$ cat src/rtl/cpu_memory_pkg.sv
// -----------------------------------------------------------------------------
// cpu_memory_pkg
// Shared address map, STATUS bit positions and an address decoder for the
// small CPU memory/peripheral block.
//
// Contents:
//   RAM_LAST, ADDR_OUT, ADDR_IN, ADDR_TIMER, ADDR_STATUS : 4-bit address map
//   STATUS_WRAP_BIT, STATUS_CHANGE_BIT                   : STATUS bit indices
//   region_e / decodeRegion()                            : address -> region
// -----------------------------------------------------------------------------
package cpu_memory_pkg;

  // Address map: 0x0..RAM_LAST is RAM, the top four addresses are registers.
  localparam logic [3:0] RAM_LAST    = 4'hB;
  localparam logic [3:0] ADDR_OUT    = 4'hC;
  localparam logic [3:0] ADDR_IN     = 4'hD;
  localparam logic [3:0] ADDR_TIMER  = 4'hE;
  localparam logic [3:0] ADDR_STATUS = 4'hF;

  // STATUS register bit positions.
  localparam int STATUS_WRAP_BIT   = 0;
  localparam int STATUS_CHANGE_BIT = 1;

  typedef enum logic [2:0] {
    REGION_RAM,
    REGION_OUT,
    REGION_IN,
    REGION_TIMER,
    REGION_STATUS
  } region_e;

  // Maps a CPU address onto the peripheral it selects. Anything not in the
  // register window is RAM.
  function automatic region_e decodeRegion(input logic [3:0] addr);
    region_e region;
    region = REGION_RAM;
    case (addr)
      ADDR_OUT:    region = REGION_OUT;
      ADDR_IN:     region = REGION_IN;
      ADDR_TIMER:  region = REGION_TIMER;
      ADDR_STATUS: region = REGION_STATUS;
      default:     region = REGION_RAM;
    endcase
    return region;
  endfunction

endpackage

$ cat src/rtl/cpu_memory_timer.sv
// -----------------------------------------------------------------------------
// cpu_memory_timer
// 8-bit up counter advanced once every PRESCALE clocks, with a sticky wrap
// flag that forms STATUS bit 0.
//
// Ports:
//   clk          in   clock, all updates on posedge
//   reset_n      in   synchronous active-low reset
//   load_i       in   CPU write to the TIMER address this cycle
//   loadValue_i  in   value loaded into the counter on load_i
//   flagClear_i  in   W1C request for the wrap flag
//   count_o      out  current counter value
//   wrapFlag_o   out  sticky wrap flag
// -----------------------------------------------------------------------------
module cpu_memory_timer
  import cpu_memory_pkg::*;
#(
  parameter int PRESCALE = 4
) (
  input  logic       clk,
  input  logic       reset_n,
  input  logic       load_i,
  input  logic [7:0] loadValue_i,
  input  logic       flagClear_i,
  output logic [7:0] count_o,
  output logic       wrapFlag_o
);

  localparam logic [7:0] PRESC_MAX = 8'(PRESCALE - 1);

  logic [7:0] count_q, count_d;
  logic [7:0] presc_q, presc_d;
  logic       wrapFlag_q, wrapFlag_d;
  logic       wrapEvent;

  // Next-state for counter and prescaler. A CPU load wins over a pending
  // increment and restarts the prescale period from zero. The wrap event is
  // raised on the same edge the counter rolls from 0xFF to 0x00, and a set
  // overrides a simultaneous W1C clear.
  always_comb begin
    count_d   = count_q;
    presc_d   = presc_q;
    wrapEvent = 1'b0;
    if (load_i) begin
      count_d = loadValue_i;
      presc_d = 8'h00;
    end else if (presc_q == PRESC_MAX) begin
      presc_d   = 8'h00;
      count_d   = count_q + 8'h01;
      wrapEvent = (count_q == 8'hFF);
    end else begin
      presc_d = presc_q + 8'h01;
    end
    wrapFlag_d = wrapEvent | (wrapFlag_q & ~flagClear_i);
  end

  // State registers, cleared by the synchronous reset.
  always_ff @(posedge clk) begin
    if (!reset_n) begin
      count_q    <= 8'h00;
      presc_q    <= 8'h00;
      wrapFlag_q <= 1'b0;
    end else begin
      count_q    <= count_d;
      presc_q    <= presc_d;
      wrapFlag_q <= wrapFlag_d;
    end
  end

  assign count_o    = count_q;
  assign wrapFlag_o = wrapFlag_q;

endmodule

$ cat src/rtl/cpu_memory.sv
// -----------------------------------------------------------------------------
// cpu_memory
// 16-byte CPU address space: 12 bytes of RAM plus an output port, a
// synchronized input port, a prescaled timer and a STATUS register. A
// separate loader port can fill RAM, including while the CPU is in reset.
//
// Ports:
//   clk          in   clock
//   reset_n      in   synchronous active-low reset
//   mem_address  in   CPU address
//   mem_data_r   out  combinational read data for mem_address
//   mem_data_w   in   CPU write data
//   mem_we       in   CPU write strobe
//   load_we      in   loader write strobe (RAM only, has priority)
//   load_addr    in   loader address
//   load_data    in   loader data
//   port_in      in   asynchronous input port
//   port_out     out  registered output port
//   timer_irq    out  STATUS bit 0 (timer wrap)
// -----------------------------------------------------------------------------
module cpu_memory
  import cpu_memory_pkg::*;
#(
  parameter int PRESCALE = 4
) (
  input  logic       clk,
  input  logic       reset_n,
  input  logic [3:0] mem_address,
  output logic [7:0] mem_data_r,
  input  logic [7:0] mem_data_w,
  input  logic       mem_we,
  input  logic       load_we,
  input  logic [3:0] load_addr,
  input  logic [7:0] load_data,
  input  logic [7:0] port_in,
  output logic [7:0] port_out,
  output logic       timer_irq
);

  logic [7:0] ramMem_q [12];
  logic [7:0] portOut_q, portOut_d;
  logic [7:0] sync1_q, sync2_q, prevIn_q;
  logic       changeFlag_q, changeFlag_d;
  logic       cpuWrite;
  region_e    cpuRegion;
  logic [7:0] timerCount;
  logic       wrapFlag;
  logic       timerLoad;
  logic       wrapClear;
  logic       changeEvent;

  // A CPU write only lands when the CPU is out of reset and the loader is
  // idle; any loader strobe drops the CPU write regardless of addresses.
  assign cpuRegion = decodeRegion(mem_address);
  assign cpuWrite  = mem_we & ~load_we & reset_n;
  assign timerLoad = cpuWrite & (cpuRegion == REGION_TIMER);
  assign wrapClear = cpuWrite & (cpuRegion == REGION_STATUS)
                     & mem_data_w[STATUS_WRAP_BIT];

  cpu_memory_timer #(
    .PRESCALE (PRESCALE)
  ) u_timer (
    .clk         (clk),
    .reset_n     (reset_n),
    .load_i      (timerLoad),
    .loadValue_i (mem_data_w),
    .flagClear_i (wrapClear),
    .count_o     (timerCount),
    .wrapFlag_o  (wrapFlag)
  );

  // RAM has no reset so a preloaded program survives reset pulses. The
  // loader is deliberately outside the reset condition; loader addresses
  // above RAM_LAST are simply discarded.
  always_ff @(posedge clk) begin
    if (load_we && (load_addr <= RAM_LAST)) begin
      ramMem_q[load_addr] <= load_data;
    end else if (cpuWrite && (cpuRegion == REGION_RAM)) begin
      ramMem_q[mem_address] <= mem_data_w;
    end
  end

  // Output port next-state and input-change sticky flag. A change seen on
  // the synchronizer output beats a same-cycle W1C of that bit.
  always_comb begin
    portOut_d = portOut_q;
    if (cpuWrite && (cpuRegion == REGION_OUT)) begin
      portOut_d = mem_data_w;
    end
    changeEvent  = (sync2_q != prevIn_q);
    changeFlag_d = changeEvent
                   | (changeFlag_q
                      & ~(cpuWrite && (cpuRegion == REGION_STATUS)
                          && mem_data_w[STATUS_CHANGE_BIT]));
  end

  // Output port, two-flop synchronizer for port_in, the previous-value
  // register used for change detection and the change flag.
  always_ff @(posedge clk) begin
    if (!reset_n) begin
      portOut_q    <= 8'h00;
      sync1_q      <= 8'h00;
      sync2_q      <= 8'h00;
      prevIn_q     <= 8'h00;
      changeFlag_q <= 1'b0;
    end else begin
      portOut_q    <= portOut_d;
      sync1_q      <= port_in;
      sync2_q      <= sync1_q;
      prevIn_q     <= sync2_q;
      changeFlag_q <= changeFlag_d;
    end
  end

  // Zero-latency read mux; reads never modify state.
  always_comb begin
    mem_data_r = 8'h00;
    case (cpuRegion)
      REGION_RAM:    mem_data_r = ramMem_q[mem_address];
      REGION_OUT:    mem_data_r = portOut_q;
      REGION_IN:     mem_data_r = sync2_q;
      REGION_TIMER:  mem_data_r = timerCount;
      REGION_STATUS: mem_data_r = {6'b000000, changeFlag_q, wrapFlag};
      default:       mem_data_r = 8'h00;
    endcase
  end

  assign port_out  = portOut_q;
  assign timer_irq = wrapFlag;

endmodule

$ cat config.mk
export PLATFORM = sky130hd
export DESIGN_NAME = cpu_memory
export DESIGN_NICKNAME = d
export VERILOG_FILES = /design/src/rtl/cpu_memory_pkg.sv /design/src/rtl/cpu_memory_timer.sv /design/src/rtl/cpu_memory.sv
export SDC_FILE = /design/constraint.sdc
export NUM_CORES = 1
export LEC_CHECK = 0
export CAP_MARGIN = 20
export CELL_PAD_IN_SITES_DETAIL_PLACEMENT = 0
export CELL_PAD_IN_SITES_GLOBAL_PLACEMENT = 1
export CORE_ASPECT_RATIO = 1.2
export CORE_MARGIN = 1
export CORE_UTILIZATION = 40
export CTS_BUF_LIST = sky130_fd_sc_hd__clkbuf_4 sky130_fd_sc_hd__clkbuf_8 sky130_fd_sc_hd__clkbuf_16
export CTS_CLUSTER_SIZE = 12
export DETAILED_ROUTE_END_ITERATION = 16
export GPL_TIMING_DRIVEN = 0
export PLACE_DENSITY_LB_ADDON = 0.15
export SKIP_CTS_REPAIR_TIMING = 1
export SYNTH_ARGS = -nofsm -noshare
export SYNTH_HDL_FRONTEND = slang
export SYNTH_SLANG_ARGS = --single-unit
export TNS_END_PERCENT = 100
$ cat constraint.sdc
create_clock -name clk -period 2.04 [get_ports clk]
set_input_delay 0.408 -clock clk [delete_from_list [all_inputs] [get_ports clk]]
set_output_delay 0.408 -clock clk [all_outputs]
set_load 0.02 [all_outputs]
# [After elaboration in Yosys (flattened, before gate mapping)]
# Memory sizes are Yosys's and may differ from the RTL's.
# Cells that the tools add are included.
[word_totals] n_memories=1 output_inout_bits=17 ramBits=96 reg_bits=50
[memory_table] name="ramMem_q" depth=12 width=8 rd=1 rd_ports_with_merged_regs=0 write_ports=1 line_no="cpu_memory.sv:40" source="logic [7:0] ramMem_q [12];"
[classes] n_mux=14 order_cmp=1 bitwise_logic=13 n_eq_ne=11 n_reduce_logical=9 add_sub_neg=2
[ops] operator="case mux 8 bit (5 select lines)" count=1
[ops] operator="2-to-1 mux 8 bit" count=3
[ops] operator="adder 8 x 1 -> 8 bit, second input constant" count=2
[ops] operator="equality test 4 bit, second input constant" count=4
[ops] operator="case mux 3 bit (4 select lines)" count=1
[ops] operator="equality test 8 x 2 -> 1 bit, second input constant" count=1
[ops] operator="equality test 8 bit, second input constant" count=1
[ops] operator="2-to-1 mux 1 bit" count=8
[ops] operator="!= test 8 bit" count=1
[ops] operator="OR reduction 8 bit" count=1
[ops] operator="bitwise AND 1 bit" count=7
[ops] operator="equality test 3 x 2 -> 1 bit, second input constant" count=2
[ops] operator="logical AND 1 bit" count=5
[ops] operator="<= comparator 4 bit, second input constant" count=1
[ops] operator="2-to-1 mux 4 bit" count=1
[ops] operator="NOT 1 bit" count=4
[ops] operator="equality test 3 x 1 -> 1 bit, second input constant" count=1
[ops] operator="equality test 3 bit, second input constant" count=1
[ops] operator="zero test 3 bit" count=1
[ops] operator="OR reduction 3 bit" count=1
[ops] operator="OR 1 bit" count=2
[ops] operator="nonzero test 2 bit" count=1

# [Depth between registers and ports, before layout]
[depth] depth_word=9 depth_mapped=6

# [Cells and area by module]
# A second synthesis with hierarchy kept.
[hier_totals] hier_cells=434 area_unflattened_um2=6286.0
[by_module_without_submodules] mod="cpu_memory" seq_area_each_um2=3543.4 instances=1 cells_per_inst=330 area_per_inst_um2=5421.4
[by_module_without_submodules] mod="cpu_memory_timer" seq_area_each_um2=340.3 instances=1 cells_per_inst=104 area_per_inst_um2=864.6

# [Worst setup path before layout]
# Ideal clock, no wire load.
[synth_path] kind="input port to output port" startpoint="in mem_address[1]" endpoint="out mem_data_r[6]" path_stages=5 arrival_ps=1709 path_buffers=2 required_time_ps=1632 slack_ps=-77 path_cell_list="buf_2 > clkbuf_1 > nand2b_1 > o22ai_1 > o31ai_1"
[synth_via] elab_chain_cells=4
[synth_lines] item="from (decl)" line_no="cpu_memory.sv:28" source="input logic [3:0] mem_address,"
[synth_lines] item="equality test 4 bit" line_no="cpu_memory_pkg.sv:37" source="case (addr)"
[synth_lines] item="case mux 3 bit (4 select lines)" line_no="cpu_memory_pkg.sv:37"
[synth_lines] item="equality test 3 bit (tied with other cells)" line_no="cpu_memory.sv:118" source="case (cpuRegion)"
[synth_lines] item="case mux 8 bit (5 select lines) (*)" line_no="cpu_memory.sv:118"
[synth_lines] item="to (decl)" line_no="cpu_memory.sv:29" source="output logic [7:0] mem_data_r,"
# Every way passes the cells marked *; elsewhere a longest branch is shown, timed or not.

# [Worst setup path after layout]
[layout_path] startpoint="mem ramMem_q[6][0]" endpoint="out mem_data_r[0]"
[layout_via] elab_chain_cells=2
[layout_lines] item="from (decl)" line_no="cpu_memory.sv:40"
[layout_lines] item="memory (12 x 8 bit)"
[layout_lines] item="case mux 8 bit (5 select lines)" line_no="cpu_memory.sv:118"
# Every way passes these cells.

==> flow_summary_export.csv <==
group,metric,value,unit
outcome,status,"finished with violations",
outcome,violations,"setup timing",
timing,grt_setup_unrepaired,"true",
floorplan,initial_core_util,0.414,
yosys,ys_seq_area_frac,0.643,
place,portBuffers,50,
layout,syn_to_final_growth,32.4,%
timing,slew_violations,0,
yosys,synth_top_cell_area_share,0.477,
layout,fill_cells,1224,
yosys,synthArstFlopShare,0,
worst_setup_path,reg2regPathDepth,5,
worst_setup_path,reg2reg_slack,0.30,ns
layout,nets,568,
clocking,cts_root_buf,"clkbuf_16",
detailed_routing,wl_per_cell,20.5,µm
yosys,synth_cells,441,
clocking,path_clk_slew,0.06,ns
place,gp_congestion,0.845,
floorplan,fp.dieW,114,µm
power,power_density,872,nW/µm²
layout,finalInstanceArea,8010,µm²
worst_setup_path,crit_end,"mem_data_r[0]",
timing,skew,0.00661,ns
global_routing,overflow,0,
clocking,cts_max_level,4,
layout,drive_gt1_frac,0.297,
yosys,synth_seq_cells,146,
global_routing,grt_pass1_wl,22600,µm
clocking,cts.sinks,146,
yosys,syn_nets,479,
global_routing,grt_pass1_vias,3892,
detailed_routing,drt_iter0_drc,161,
timing,min_period,2.33,ns
timing,setup_viol,8,
power,peakVddDrop,0.460,mV
timing,setup_slack,-0.292,ns
global_routing,grtUsageTotal,0.203,
worst_setup_path,cp.arrival,1.92,ns
timing,max_freq,429,MHz
worst_setup_path,r2r-start,"u_timer.presc_q[0]",
worst_setup_path,cp_data_required_time,1.63,ns
detailed_routing,dr.pass1.iters,4,
detailed_routing,via_count,3948,
detailed_routing,ant_nets,0,
global_routing,antenna_found_initial,0,
timing,slew_headroom,0.428,
floorplan,fp-row-count,48,
place,dp.final_hpwl,10400,µm
min_path,min_from,"reset_n",
detailed_routing,drt-vias-per-instance,5.31,
place,place_area,6810,µm²
floorplan,fp.coreArea,14600,µm²
worst_setup_path,startpoint_type,"flop",
timing,hold_violations,0,
yosys,synthMostInstantiatedCell,"edfxtp_1",
yosys,synth_area,6040,µm²
floorplan,die_h,137,µm
detailed_routing,wl,15200,µm
worst_setup_path,end_kind,"primary output",
layout,antenna_cells,0,
floorplan,pin_count,53,
worst_setup_path,r2r_end,"u_timer.wrapFlag_o",
yosys,syn_avg_cell_area,13.7,µm²
timing,worst_pin_slew,0.852,ns
clocking,clock_latency,0.42,ns
power,p_leak,2.83,nW
yosys,synthDistinctLibCells,55,
job,drv_cap,0,
global_routing,grt_max_degree,17,
yosys,synth-main-ff-cell,"edfxtp_1",
detailed_routing,drcViolationCount,0,
place,dpl_worst_slack,-1.35,ns
yosys,synth_area_leaders,"edfxtp_1, dfxtp_1, mux4_2, mux2i_1, and2_1",
worst_setup_path,crit_path_start,"ramMem_q[6][0]",
worst_setup_path,critical_path_class,"flop to primary output",
worst_setup_path,path_max_fanout,1,
yosys,synth_area_leader_cell,"edfxtp_1",
floorplan,dieArea,15600,µm²
timing,finalSetupTns,-1.17,ns
clocking,cts_inserted_buffers,17,
timing,period_share,1.14,
yosys,synth-edff-count,96,
yosys,synth_common_cells,"edfxtp_1, dfxtp_1, nor2_1, nand2_1, and2_1",
clocking,cts_tree,"yes",
yosys,synth_warnings,0,
min_path,hold_path.class,"input port to flop",
clocking,cts_buffer_depth,2,
==> metrics by stage <==
step           hold WS, ns  cells  utilization  power, mW
3_3_place_gp         0.415    691        0.467       3.87
2_1_floorplan        0.412    441            -       3.64
3_5_place_dp         0.419    691        0.467       3.88
6_report             0.351    743        0.549       6.98
4_1_cts              0.341    723        0.507       6.91
5_1_grt              0.369    743        0.549       7.22
==> sequential cells by signal, summed over array words and instances (netlist names) <==
name                count
prevIn_q                8
sync2_q                 8
changeFlag_q            1
u_timer.presc_q         8
u_timer.wrapFlag_o      1
port_out                8
ramMem_q               96
u_timer.count_o         8
sync1_q                 8
==> placed cells by master, fill, tap and decap left out, types with 4 or more instances in the layout <==
cell and count:
a21oi_1 6, and2_1 26, buf_12 13, buf_2 7
buf_4 13, buf_6 6, clkbuf_16 20, clkdlybuf4s50_1 39
clkinv_4 4, dfxtp_1 49, edfxtp_1 96, inv_1 6
inv_6 4, mux2_2 12, mux2i_1 19, mux2i_2 4
mux4_2 15, nand2_1 23, nand2_2 10, nand3_1 8
nand4_1 7, nor2_1 21, nor2_4 13, o21ai_0 8
o21ai_1 6, o22ai_1 8, xnor2_1 12, xor2_1 8
==> logic make-up after synthesis <==
kind of cell | Yosys count | share of synthesized area
AOI/OAI and AO/OA | 64 | 0.0718
and+or+nand+nor | 134 | 0.115
buffers and inverters | 25 | 0.0211
adders and majority gates | 2 | 0.00414
muxes | 50 | 0.116
xor gates and xnor gates | 20 | 0.0290
DFF | 146 | 0.643
==> power breakdown <==
part | internal (mW) | switching (mW) | total [mW]
Combinational | 0.294 | 0.349 | 0.643
Clock | 1.74 | 1.32 | 3.06
Sequential | 3.25 | 0.0342 | 3.28
==> worst min path at each step <==
stage | cells past startpoint | to | slack, ns
2_1_floorplan | 1 | sync2_q[0] | 0.41
4_1_cts | 3 | u_timer.count_o[7] | 0.34
3_5_place_dp | 1 | sync2_q[2] | 0.42
5_1_grt | 3 | u_timer.count_o[7] | 0.37
3_3_place_gp | 1 | sync2_q[3] | 0.42
6_report | 3 | u_timer.count_o[7] | 0.35
==> per-layer routing <==
metal,track usage,wire length [µm]
met3,0.0345,575
met2,0.349,7880
met1,0.260,6480
met5,0,0
met4,0.0678,303
==> area by class of cell <==
cell class                 instances  area [µm²]  share of cell area
clock buffer                      19         475              0.0594
sequential                       146        3880               0.485
multi-input combinational        270        2310               0.289
inverter                           7        26.3             0.00328
clock inverter                    13         111              0.0139
buffer                            18         189              0.0236
timing repair buffer              70         756              0.0944
tap                              200         250              0.0313
==> worst max-delay path: stages, from the launching register on <==
cell	delay, ns
edfxtp_1	0.37
mux4_2	0.47
nor2b_2	0.15
a2111oi_2	0.06
a221o_1	0.31
buf_6	0.14
No activity file was read; power rests on OpenSTA's default activity.
